<file path="src/rtl/stage_if_pf_if.sv">
// Fetch-stage bundle: memory port, icache lookup/fill, branch redirect and ID handoff.
interface stage_if_pf_if #(
   parameter int MEM_BYTES = 1
);
   logic                   mem_req_o;
   logic                   mem_gnt_i;
   logic [31:0]            mem_a_o;
   logic [8*MEM_BYTES-1:0] mem_din_i;
   logic [31:0]            icache_raddr_o;
   logic                   icache_hit_i;
   logic [31:0]            icache_inst_i;
   logic                   icache_we_o;
   logic [31:0]            icache_waddr_o;
   logic [31:0]            icache_winst_o;
   logic                   branch_flag_i;
   logic [31:0]            branch_addr_i;
   logic                   inst_valid_o;
   logic [31:0]            inst_o;
   logic [31:0]            pc_o;
   logic                   id_ready_i;
   logic                   pred_taken_o;

   modport master (
      output mem_req_o, mem_a_o,
      input  mem_gnt_i, mem_din_i,
      output icache_raddr_o,
      input  icache_hit_i, icache_inst_i,
      output icache_we_o, icache_waddr_o,
      output icache_winst_o,
      input  branch_flag_i, branch_addr_i,
      output inst_valid_o, inst_o, pc_o,
      output pred_taken_o,
      input  id_ready_i
   );

   modport slave (
      input  mem_req_o, mem_a_o,
      output mem_gnt_i, mem_din_i,
      input  icache_raddr_o,
      output icache_hit_i, icache_inst_i,
      input  icache_we_o, icache_waddr_o,
      input  icache_winst_o,
      output branch_flag_i, branch_addr_i,
      input  inst_valid_o, inst_o, pc_o,
      input  pred_taken_o,
      output id_ready_i
   );
endinterface

</file>
<file path="src/rtl/stage_if_pf.sv">
// Fetch stage with DEPTH-entry prefetch queue, icache lookup and memory refill.
// Define IF_PREDICT_EN to follow JAL targets and mark entries predicted taken.
module stage_if_pf #(
   parameter logic [31:0] RESET_PC  = 32'h0,
   parameter int          DEPTH     = 4,
   parameter int          MEM_BYTES = 1
) (
   input logic           clk,
   input logic           rst,
   stage_if_pf_if.master io
);
   localparam int AW = $clog2(DEPTH);
   localparam int BW = 8 * MEM_BYTES;
   localparam int N  = 4 / MEM_BYTES;
   localparam logic [AW:0] FULL  = DEPTH[AW:0];
   localparam logic [2:0]  BEATS = N[2:0];
   localparam logic [2:0]  LAST  = 3'(N - 1);
   localparam logic [1:0]  IDLE   = 2'd0;
   localparam logic [1:0]  LOOKUP = 2'd1;
   localparam logic [1:0]  MEM    = 2'd2;

   logic [1:0]    state;
   logic [31:0]   fpc;
   logic [31:0]   wbuf;
   logic [31:0]   word;
   logic [31:0]   enq_word;
   logic [31:0]   npc;
   logic [AW-1:0] head;
   logic [AW-1:0] tail;
   logic [AW:0]   count;
   logic [31:0]   inst_q [DEPTH];
   logic [31:0]   pc_q [DEPTH];
   logic [2:0]    issued;
   logic [2:0]    recv;
   logic          pend;
   logic          issue;
   logic          capture;
   logic          done;
   logic          enq;
   logic          deq;
   logic          valid;
   logic          branch;

   assign branch   = io.branch_flag_i;
   assign valid    = count != '0;
   assign deq      = valid & io.id_ready_i;
   assign issue    = state == MEM && io.mem_gnt_i
                     && issued < BEATS;
   // A beat lands only if grant held in both its issue and return cycles
   assign capture  = state == MEM && io.mem_gnt_i && pend;
   assign done     = capture && recv == LAST;
   assign enq      = (state == LOOKUP && io.icache_hit_i)
                     || done;
   assign enq_word = state == LOOKUP ? io.icache_inst_i
                                     : word;

   assign io.mem_a_o = issue
      ? fpc + 32'(issued) * MEM_BYTES
      : 32'h0;
   assign io.inst_valid_o = valid;
   assign io.inst_o       = inst_q[head];
   assign io.pc_o         = pc_q[head];

   always_comb begin
      word = wbuf;
      for (int k = 0; k < N; k++)
         if (capture && recv == 3'(k))
            word[k*BW +: BW] = io.mem_din_i;
   end

`ifdef IF_PREDICT_EN
   logic        pred_q [DEPTH];
   logic        jal;
   logic [31:0] jimm;

   assign jal  = enq_word[6:0] == 7'b1101111;
   assign jimm = {{11{enq_word[31]}}, enq_word[31],
                  enq_word[19:12], enq_word[20],
                  enq_word[30:21], 1'b0};
   assign npc  = jal ? (fpc + jimm) & ~32'h3
                     : fpc + 32'd4;
   assign io.pred_taken_o = pred_q[head];

   always_ff @(posedge clk or negedge rst) begin
      if (!rst) begin
         for (int i = 0; i < DEPTH; i++)
            pred_q[i] <= 1'b0;
      end else if (!branch && enq) begin
         pred_q[tail] <= jal;
      end
   end
`else
   assign npc = fpc + 32'd4;
   assign io.pred_taken_o = 1'b0;
`endif

   always_ff @(posedge clk or negedge rst) begin
      if (!rst) begin
         state             <= IDLE;
         fpc               <= RESET_PC;
         head              <= '0;
         tail              <= '0;
         count             <= '0;
         issued            <= '0;
         recv              <= '0;
         pend              <= 1'b0;
         wbuf              <= '0;
         io.mem_req_o      <= 1'b0;
         io.icache_raddr_o <= '0;
         io.icache_we_o    <= 1'b0;
         io.icache_waddr_o <= '0;
         io.icache_winst_o <= '0;
         for (int i = 0; i < DEPTH; i++) begin
            inst_q[i] <= '0;
            pc_q[i]   <= '0;
         end
      end else begin
         // Fill write happens even when a redirect kills the enqueue
         io.icache_we_o <= done;
         if (done) begin
            io.icache_waddr_o <= fpc;
            io.icache_winst_o <= word;
         end
         if (branch) begin
            head         <= '0;
            tail         <= '0;
            count        <= '0;
            state        <= IDLE;
            fpc          <= io.branch_addr_i & ~32'h3;
            io.mem_req_o <= 1'b0;
            issued       <= '0;
            recv         <= '0;
            pend         <= 1'b0;
         end else begin
            if (enq) begin
               inst_q[tail] <= enq_word;
               pc_q[tail]   <= fpc;
               tail         <= tail + 1'b1;
            end
            if (deq)
               head <= head + 1'b1;
            if (enq && !deq)
               count <= count + 1'b1;
            else if (!enq && deq)
               count <= count - 1'b1;
            case (state)
               IDLE: begin
                  if (count < FULL) begin
                     io.icache_raddr_o <= fpc;
                     state             <= LOOKUP;
                  end
               end
               LOOKUP: begin
                  if (io.icache_hit_i) begin
                     fpc   <= npc;
                     state <= IDLE;
                  end else begin
                     io.mem_req_o <= 1'b1;
                     issued       <= '0;
                     recv         <= '0;
                     pend         <= 1'b0;
                     state        <= MEM;
                  end
               end
               MEM: begin
                  if (!io.mem_gnt_i) begin
                     issued <= recv;
                     pend   <= 1'b0;
                  end else begin
                     pend <= issue;
                     if (issue)
                        issued <= issued + 3'd1;
                     if (capture) begin
                        wbuf <= word;
                        recv <= recv + 3'd1;
                     end
                     if (done) begin
                        io.mem_req_o <= 1'b0;
                        fpc          <= npc;
                        state        <= IDLE;
                     end
                  end
               end
               default: state <= IDLE;
            endcase
         end
      end
   end
endmodule
</file>
<file path="src/flat_wrapper.sv">
// flat-port wrapper written by rule: the top's interface ports become plain ports
module stage_if_pf_flat 
#(
   parameter logic [31:0] RESET_PC  = 32'h0,
   parameter int          DEPTH     = 4,
   parameter int          MEM_BYTES = 1
)
  (clk, rst, io_mem_req_o, io_mem_a_o, io_mem_gnt_i, io_mem_din_i, io_icache_raddr_o, io_icache_hit_i, io_icache_inst_i, io_icache_we_o, io_icache_waddr_o, io_icache_winst_o, io_branch_flag_i, io_branch_addr_i, io_inst_valid_o, io_inst_o, io_pc_o, io_pred_taken_o, io_id_ready_i);
  stage_if_pf_if #(.MEM_BYTES(MEM_BYTES)) io_i ();
  input logic clk;
  input logic rst;
  output wire logic [$bits(io_i.mem_req_o)-1:0] io_mem_req_o;
  output wire logic [$bits(io_i.mem_a_o)-1:0] io_mem_a_o;
  input wire logic [$bits(io_i.mem_gnt_i)-1:0] io_mem_gnt_i;
  input wire logic [$bits(io_i.mem_din_i)-1:0] io_mem_din_i;
  output wire logic [$bits(io_i.icache_raddr_o)-1:0] io_icache_raddr_o;
  input wire logic [$bits(io_i.icache_hit_i)-1:0] io_icache_hit_i;
  input wire logic [$bits(io_i.icache_inst_i)-1:0] io_icache_inst_i;
  output wire logic [$bits(io_i.icache_we_o)-1:0] io_icache_we_o;
  output wire logic [$bits(io_i.icache_waddr_o)-1:0] io_icache_waddr_o;
  output wire logic [$bits(io_i.icache_winst_o)-1:0] io_icache_winst_o;
  input wire logic [$bits(io_i.branch_flag_i)-1:0] io_branch_flag_i;
  input wire logic [$bits(io_i.branch_addr_i)-1:0] io_branch_addr_i;
  output wire logic [$bits(io_i.inst_valid_o)-1:0] io_inst_valid_o;
  output wire logic [$bits(io_i.inst_o)-1:0] io_inst_o;
  output wire logic [$bits(io_i.pc_o)-1:0] io_pc_o;
  output wire logic [$bits(io_i.pred_taken_o)-1:0] io_pred_taken_o;
  input wire logic [$bits(io_i.id_ready_i)-1:0] io_id_ready_i;
  assign io_mem_req_o = io_i.mem_req_o;
  assign io_mem_a_o = io_i.mem_a_o;
  assign io_i.mem_gnt_i = io_mem_gnt_i;
  assign io_i.mem_din_i = io_mem_din_i;
  assign io_icache_raddr_o = io_i.icache_raddr_o;
  assign io_i.icache_hit_i = io_icache_hit_i;
  assign io_i.icache_inst_i = io_icache_inst_i;
  assign io_icache_we_o = io_i.icache_we_o;
  assign io_icache_waddr_o = io_i.icache_waddr_o;
  assign io_icache_winst_o = io_i.icache_winst_o;
  assign io_i.branch_flag_i = io_branch_flag_i;
  assign io_i.branch_addr_i = io_branch_addr_i;
  assign io_inst_valid_o = io_i.inst_valid_o;
  assign io_inst_o = io_i.inst_o;
  assign io_pc_o = io_i.pc_o;
  assign io_pred_taken_o = io_i.pred_taken_o;
  assign io_i.id_ready_i = io_id_ready_i;
  stage_if_pf #(.RESET_PC(RESET_PC), .DEPTH(DEPTH), .MEM_BYTES(MEM_BYTES)) u_core (.clk(clk), .rst(rst), .io(io_i));
endmodule
</file>
<file path="config.mk">
export PLATFORM = sky130hd
export DESIGN_NAME = stage_if_pf_flat
export DESIGN_NICKNAME = d
export VERILOG_FILES = /design/src/rtl/stage_if_pf_if.sv /design/src/rtl/stage_if_pf.sv /design/src/flat_wrapper.sv
export SDC_FILE = /design/constraint.sdc
export NUM_CORES = 1
export LEC_CHECK = 0
export CORE_MARGIN = 1.5
export CORE_UTILIZATION = 40
export DETAILED_ROUTE_END_ITERATION = 12
export PLACE_DENSITY_LB_ADDON = 0.2
export REMOVE_ABC_BUFFERS = 1
export SLEW_MARGIN = 20
export SYNTH_ARGS = -nofsm -noshare
export SYNTH_HDL_FRONTEND = slang
export SYNTH_SLANG_ARGS = --single-unit
</file>
<file path="constraint.sdc">
create_clock -name clk -period 4.35 [get_ports clk]
set_clock_uncertainty 0.2 [all_clocks]
set_input_delay 1.0875 -clock clk [delete_from_list [all_inputs] [get_ports clk]]
set_output_delay 1.0875 -clock clk [all_outputs]
set_load 0.01 [all_outputs]
</file>
-- After elaboration in Yosys (flattened, before gate mapping)
Index checks and enable logic that the tools add are counted.
W data, S select, Z words.
- memories kept: 0
- register bits after elaboration: 434
- bits in writable memories: 0
- input port bits: 78
- output and inout port bits: 196
- bits in read-only memories: 0
- latch bits: 0
- muxes and demuxes: 52
- add/sub/neg operators: 8
- reduce and logical (&&, ||, !) cells: 30
- multiply operators: 0
- div/mod/pow operators: 0
- bitwise operators: 4
- equal/unequal tests: 12
- $lt $le $gt $ge: 5
- shifts and indexed selects: 0
- operators by type and width (operator ; count):
    $mux W32 ; 11
    $bwmux W128 ; 2
    $bmux W32 S2 ; 2
    $demux W32 S2 ; 1
    $pmux W32 S2 ; 1
    $add A32 B3 Y32 ; 1
    $add A32 B3 Y32 const B ; 1
    $mux W8 ; 4
    $mux W3 ; 10
    $mux W2 ; 9
    $reduce_and A4 Y1 ; 4
    $pmux W3 S2 ; 2
    $logic_and A1 B1 Y1 ; 11
    $add A3 B1 Y3 const B ; 3
    $ne A3 B2 Y1 const B ; 3
    $ne A3 B3 Y1 const B ; 3
    $reduce_and A3 Y1 ; 3
    $reduce_bool A3 Y1 ; 3
    $mux W1 ; 7
    $eq A3 B2 Y1 const B ; 2
    $ge A3 B3 Y1 const B ; 2
    $lt A3 B3 Y1 const B ; 2
    $not A2 Y3 ; 2
    $pmux W2 S3 ; 1
    other kinds (16) ; 21

-- Longest topological paths before layout
- depth after elaboration: 10
- mapped depth: 11
- mapped depth without buffers: 8

-- Worst setup path after synthesis
OpenSTA, ideal clock, no wires.
- path kind: input to register
- start: input io_mem_gnt_i
- end: register u_core.count[2]
- cell stages on the path: 11
- library setup time: 0.125 ns
- data arrival time: 3.206 ns
- slack: 0.820 ns
- data required time: 4.025 ns
- path buffers: 4
- cell sequence: buf_2 and4b_1 buf_4 a21oi_4 buf_2 buf_2 nor2_1 fa_1 and2_1 mux2i_1 mux2_2
- cells in the longest elaborated chain, start to end: 7
- elaborated cells between the ends (all ways): 10
- RTL lines (what ; RTL line ; RTL):
    start: declaration ; flat_wrapper.sv:14 ; input wire logic [$bits(io_i.mem_gnt_i)-1:0] io_mem_gnt_i;
    $logic_and A1 B1 Y1 (*) (2 in series) ; stage_if_pf.sv:50 ; assign capture = state == MEM && io.mem_gnt_i && pend;
    $logic_and A1 B1 Y1 (*) ; stage_if_pf.sv:51 ; assign done = capture && recv == LAST;
    $logic_or A1 B1 Y1 (*) ; stage_if_pf.sv:53 ; || done;
    $logic_and A1 B1 Y1 or $logic_not A1 Y1 (tied branches) ; stage_if_pf.sv:142, stage_if_pf.sv:144 ;
    $mux W3 or $logic_and A1 B1 Y1 (tied branches) ; stage_if_pf.sv:142, stage_if_pf.sv:144 ;
    $mux W3 or $reduce_bool A3 Y1 (tied branches) ; n/a ;
    end signal: assignment ; stage_if_pf.sv:143 ; count <= count + 1'b1;
    end signal: assignment ; stage_if_pf.sv:145 ; count <= count - 1'b1;
    end: declaration ; stage_if_pf.sv:30 ; logic [AW:0] count;
Mark *: on every way between the ends. The rest lies on a longest branch, timed or not.
A chain may end at the register's enable or synchronous reset.

-- Worst setup path in the final report
- start: input io_mem_gnt_i
- end: output io_mem_a_o[30]
- cells in the longest elaborated chain, start to end: 3
- RTL lines (what ; RTL line ; RTL):
    $logic_and A1 B1 Y1 ; stage_if_pf.sv:47 ; assign issue = state == MEM && io.mem_gnt_i
    $logic_and A1 B1 Y1 ; stage_if_pf.sv:48 ; && issued < BEATS;
    $mux W32 ; stage_if_pf.sv:58 ; ? fpc + 32'(issued) * MEM_BYTES
    end: declaration ; flat_wrapper.sv:13 ; output wire logic [$bits(io_i.mem_a_o)-1:0] io_mem_a_o;
Every way passes these cells.

==> flow_summary.ini <==
[detailed_routing]
drtIter0Drc = 1035
wl_mm = 56.4
drtAntennaViolNets = 0
drc = 0
vias = 13800
wire_per_inst_um = 22.5
viasPerCell = 5.51
firstDrtPassIters = 6

[sta]
rsz0062_at_grt = no
timing.final.crit_share_pct = 98.2
period_needed_ns = 4.27
worst_hold_slack_ns = 0.281
worstMarginPinSlew_ns = 0.758
relSlewSlack_pct = 49.5
drv_slew = 0
hold_viol = 0
finalWorstSetupSlack_ns = 0.0781
setup_viol = 0
fmax_mhz = 234

[clock_tree]
cts_made_buffers = 48
cts_sinks = 420
worstSkewPairLatency_ns = 0.57
htree_levels = 2
cts_buffer_depth = 3
cts_tree = done
cts_root_buffer = clkbuf_16
clk_transition_reported_paths_ns = 0.05

[floorplanning]
die_w_um = 227
dieArea_mm2 = 0.0514
io_pins = 274
std_cell_rows = 81
coreArea_mm2 = 0.0492
die_h_um = 227
initial_core_util_pct = 40.7

[power_and_ir_drop]
power_density_mw_per_mm2 = 531
p_comb_share_pct = 31.8
p_switching_mw = 3.92
ir_drop_mv = 0.278
sw_frac_of_total_pct = 29.2
p_leak_nw = 11.0
seq_power_share_pct = 38.0
finalPower_mw = 13.4
internal_power_mw = 9.51
clock_power_share_pct = 30.2

[final_layout]
multiInputGateArea_mm2 = 0.00886
layout.nets = 1901
syn_to_final_growth_pct = 26.2
final_util_pct = 51.4
fillers = 4278
regArea_mm2 = 0.0105
final_common_cell = dfrtp_1
fin_area_mm2 = 0.0253
drive_above_1_share_pct = 32.4
most-common-layout-cells = dfrtp_1, mux2_2, clkdlybuf4s50_1

[grt]
grt_pass1_vias = 14400
grt_overflow_total = 0
grt_pass1_wl_mm = 86.9
grt_max_degree = 92
grt_use_total_pct = 22.2
antenna_found_initial = 2

[critical_path]
setup.worst_path.class = primary input to output port
endpoint_kind = output port
arrival_ns = 2.98
crit_start = io_mem_gnt_i
critPathLaunchType = primary input
crit_fanout = 2
r2r-start = u_core.recv[2]$_DFFE_PN0P_
critPathRequiredTime_ns = 3.06

[placed_design]
dp_slack_ns = -0.0590
io_buffer_count = 264
place.gp.congestion = 0.797
placed_area_mm2 = 0.0237
dp_hpwl_mm = 37.4

[min_path]
worstHoldStart = u_core.io.icache_winst_o[24]$_DFFE_PN0P_
hp-class = flop to flop

[synthesis]
synth_ff_type = dfrtp_1
synth_seq_area_share_pct = 52.5
syn_area_mm2 = 0.0200
ys_types = 55
async_flop_share_pct = 100
synth-edff-count = 0
synth_top_area_share_pct = 52.5
synth-seq-cells = 420
syn_inst = 1559
synth_area_leaders = dfrtp_1, mux2_2, mux4_2
ys_warn_count = 0
postSynthAreaPerCell_um2 = 12.8
synth_top_cell_by_area = dfrtp_1

[flow_run]
cap_viol_max_count = 0

[outcome]
outcome = completed
-- area by class of cell --
| type | count | share of cell area, % |
|---|---|---|
| clock inverter | 13 | 0.653 |
| clock buffer | 72 | 5.55 |
| antenna | 1 | 0.00990 |
| multi-input combinational | 976 | 35.0 |
| sequential | 420 | 41.6 |
| timing repair buffer | 351 | 13.7 |
| inverter | 13 | 0.193 |
| tap | 664 | 3.29 |
-- power groups by stage --
stage / logic [mW] / registers, mW / clock network [mW]
after floorplan: 2.12 / 5.22 / 0
after global placement: 4.26 / 5.12 / 0
after detailed placement: 4.31 / 5.17 / 0
after CTS: 4.34 / 5.11 / 4.16
after global routing: 4.58 / 5.20 / 4.32
final: 4.27 / 5.10 / 4.06
-- metal layers --
| layer | up-vias | part of all wire, % | track usage (%) | wire length (um) |
|---|---|---|---|---|
| li1 | 6201 | - | - | - |
| met1 | 7159 | 45 | 30.5 | 25400 |
| met2 | 389 | 47 | 36.1 | 26700 |
| met3 | 70 | 5.9 | 4.48 | 3360 |
| met4 | 2 | 1.8 | 5.27 | 991 |
| met5 | - | 0.019 | 0 | 11 |
-- sequential cells by signal, summed over array words and instances (netlist names), 30 cells and up --
signal	cells
u_core.io.icache_winst_o	32
u_core.pc_q	120
u_core.wbuf	32
u_core.fpc	30
u_core.inst_q	128
u_core.io.icache_waddr_o	30
u_core.io.icache_raddr_o	30
-- through the flow --
stage | TNS [ns] | cells
3_5_place_dp | -0.0903 | 2421
6_report | 0 | 2510
3_3_place_gp | -0.122 | 2421
4_1_cts | 0 | 2508
5_1_grt | 0 | 2509
2_1_floorplan | -914.94 | 1409
-- final timing paths --
path	slack (ns)	endpoint	depth (start not counted)
setup reg to reg	1.38	u_core.count[2]$_DFFE_PN0P_	9
max in group asynchronous	2.72	u_core.pc_q[119]$_DFFE_PN0P_	2
hold / removal	0.28	u_core.io.icache_winst_o[24]$_DFFE_PN0P_	2
setup / recovery	0.08	io_mem_a_o[30]	7
hold reg to reg	0.28	u_core.io.icache_winst_o[24]$_DFFE_PN0P_	2
min in group asynchronous	0.35	u_core.inst_q[115]$_DFFE_PN0P_	1
-- logic make-up (layout without fill, tap and decap cells) --
| group | after synthesis | after routing | share of synthesized area (%) |
|---|---|---|---|
| other | 1 | 8 | 0.0187 |
| AND/OR/NAND/NOR | 312 | 312 | 8.03 |
| adder cells (fa/ha/maj) | 13 | 13 | 0.850 |
| buffers and inverters | 169 | 449 | 3.72 |
| flip-flops | 420 | 420 | 52.5 |
| AO/OA/AOI/OAI | 192 | 192 | 6.39 |
| multiplexers | 435 | 435 | 27.8 |
| XOR/XNOR | 17 | 17 | 0.743 |
-- cell usage after synthesis, types with 4 or more instances --
cell type  count
and3_1        10
mux4_2        62
buf_2         61
o21ai_0       58
xor2_1         7
a21oi_1       22
buf_1          6
buf_4          9
nor3b_1        6
a311oi_1      24
or4_1         27
dfrtp_1      420
mux2i_1       28
nor2b_1        6
xnor2_1       10
o211ai_1       6
clkbuf_1      79
o31ai_1       17
and4_1         7
mux2_2       345
nor3_1         8
and2_1         7
a211oi_2       6
nand4_1       14
a31oi_1       28
nand2_1       70
inv_1         12
ha_1          12
nor2_1        93
nand2b_1       4
or3_1         17
a211oi_1      20
nand3_1       27
-- critical path, cell delays in order --
cell	delay, ns
clkdlybuf4s50_1	0.51
nand3b_1	0.13
buf_4	0.18
buf_4	0.13
or4_1	0.50
nand2_1	0.16
dlygate4sd2_1	0.29
-- repair_timing --
item | in CTS | in global routing
setup buffers | 2 | 1
endpoints found under the setup margin | 11 | 12
pin swaps | 1 | 0
hold buffers | 0 | 0
hold endpoints to repair | 0 | 0
gates resized for setup | 6 | 10
Power figures use the tool's default switching activity.
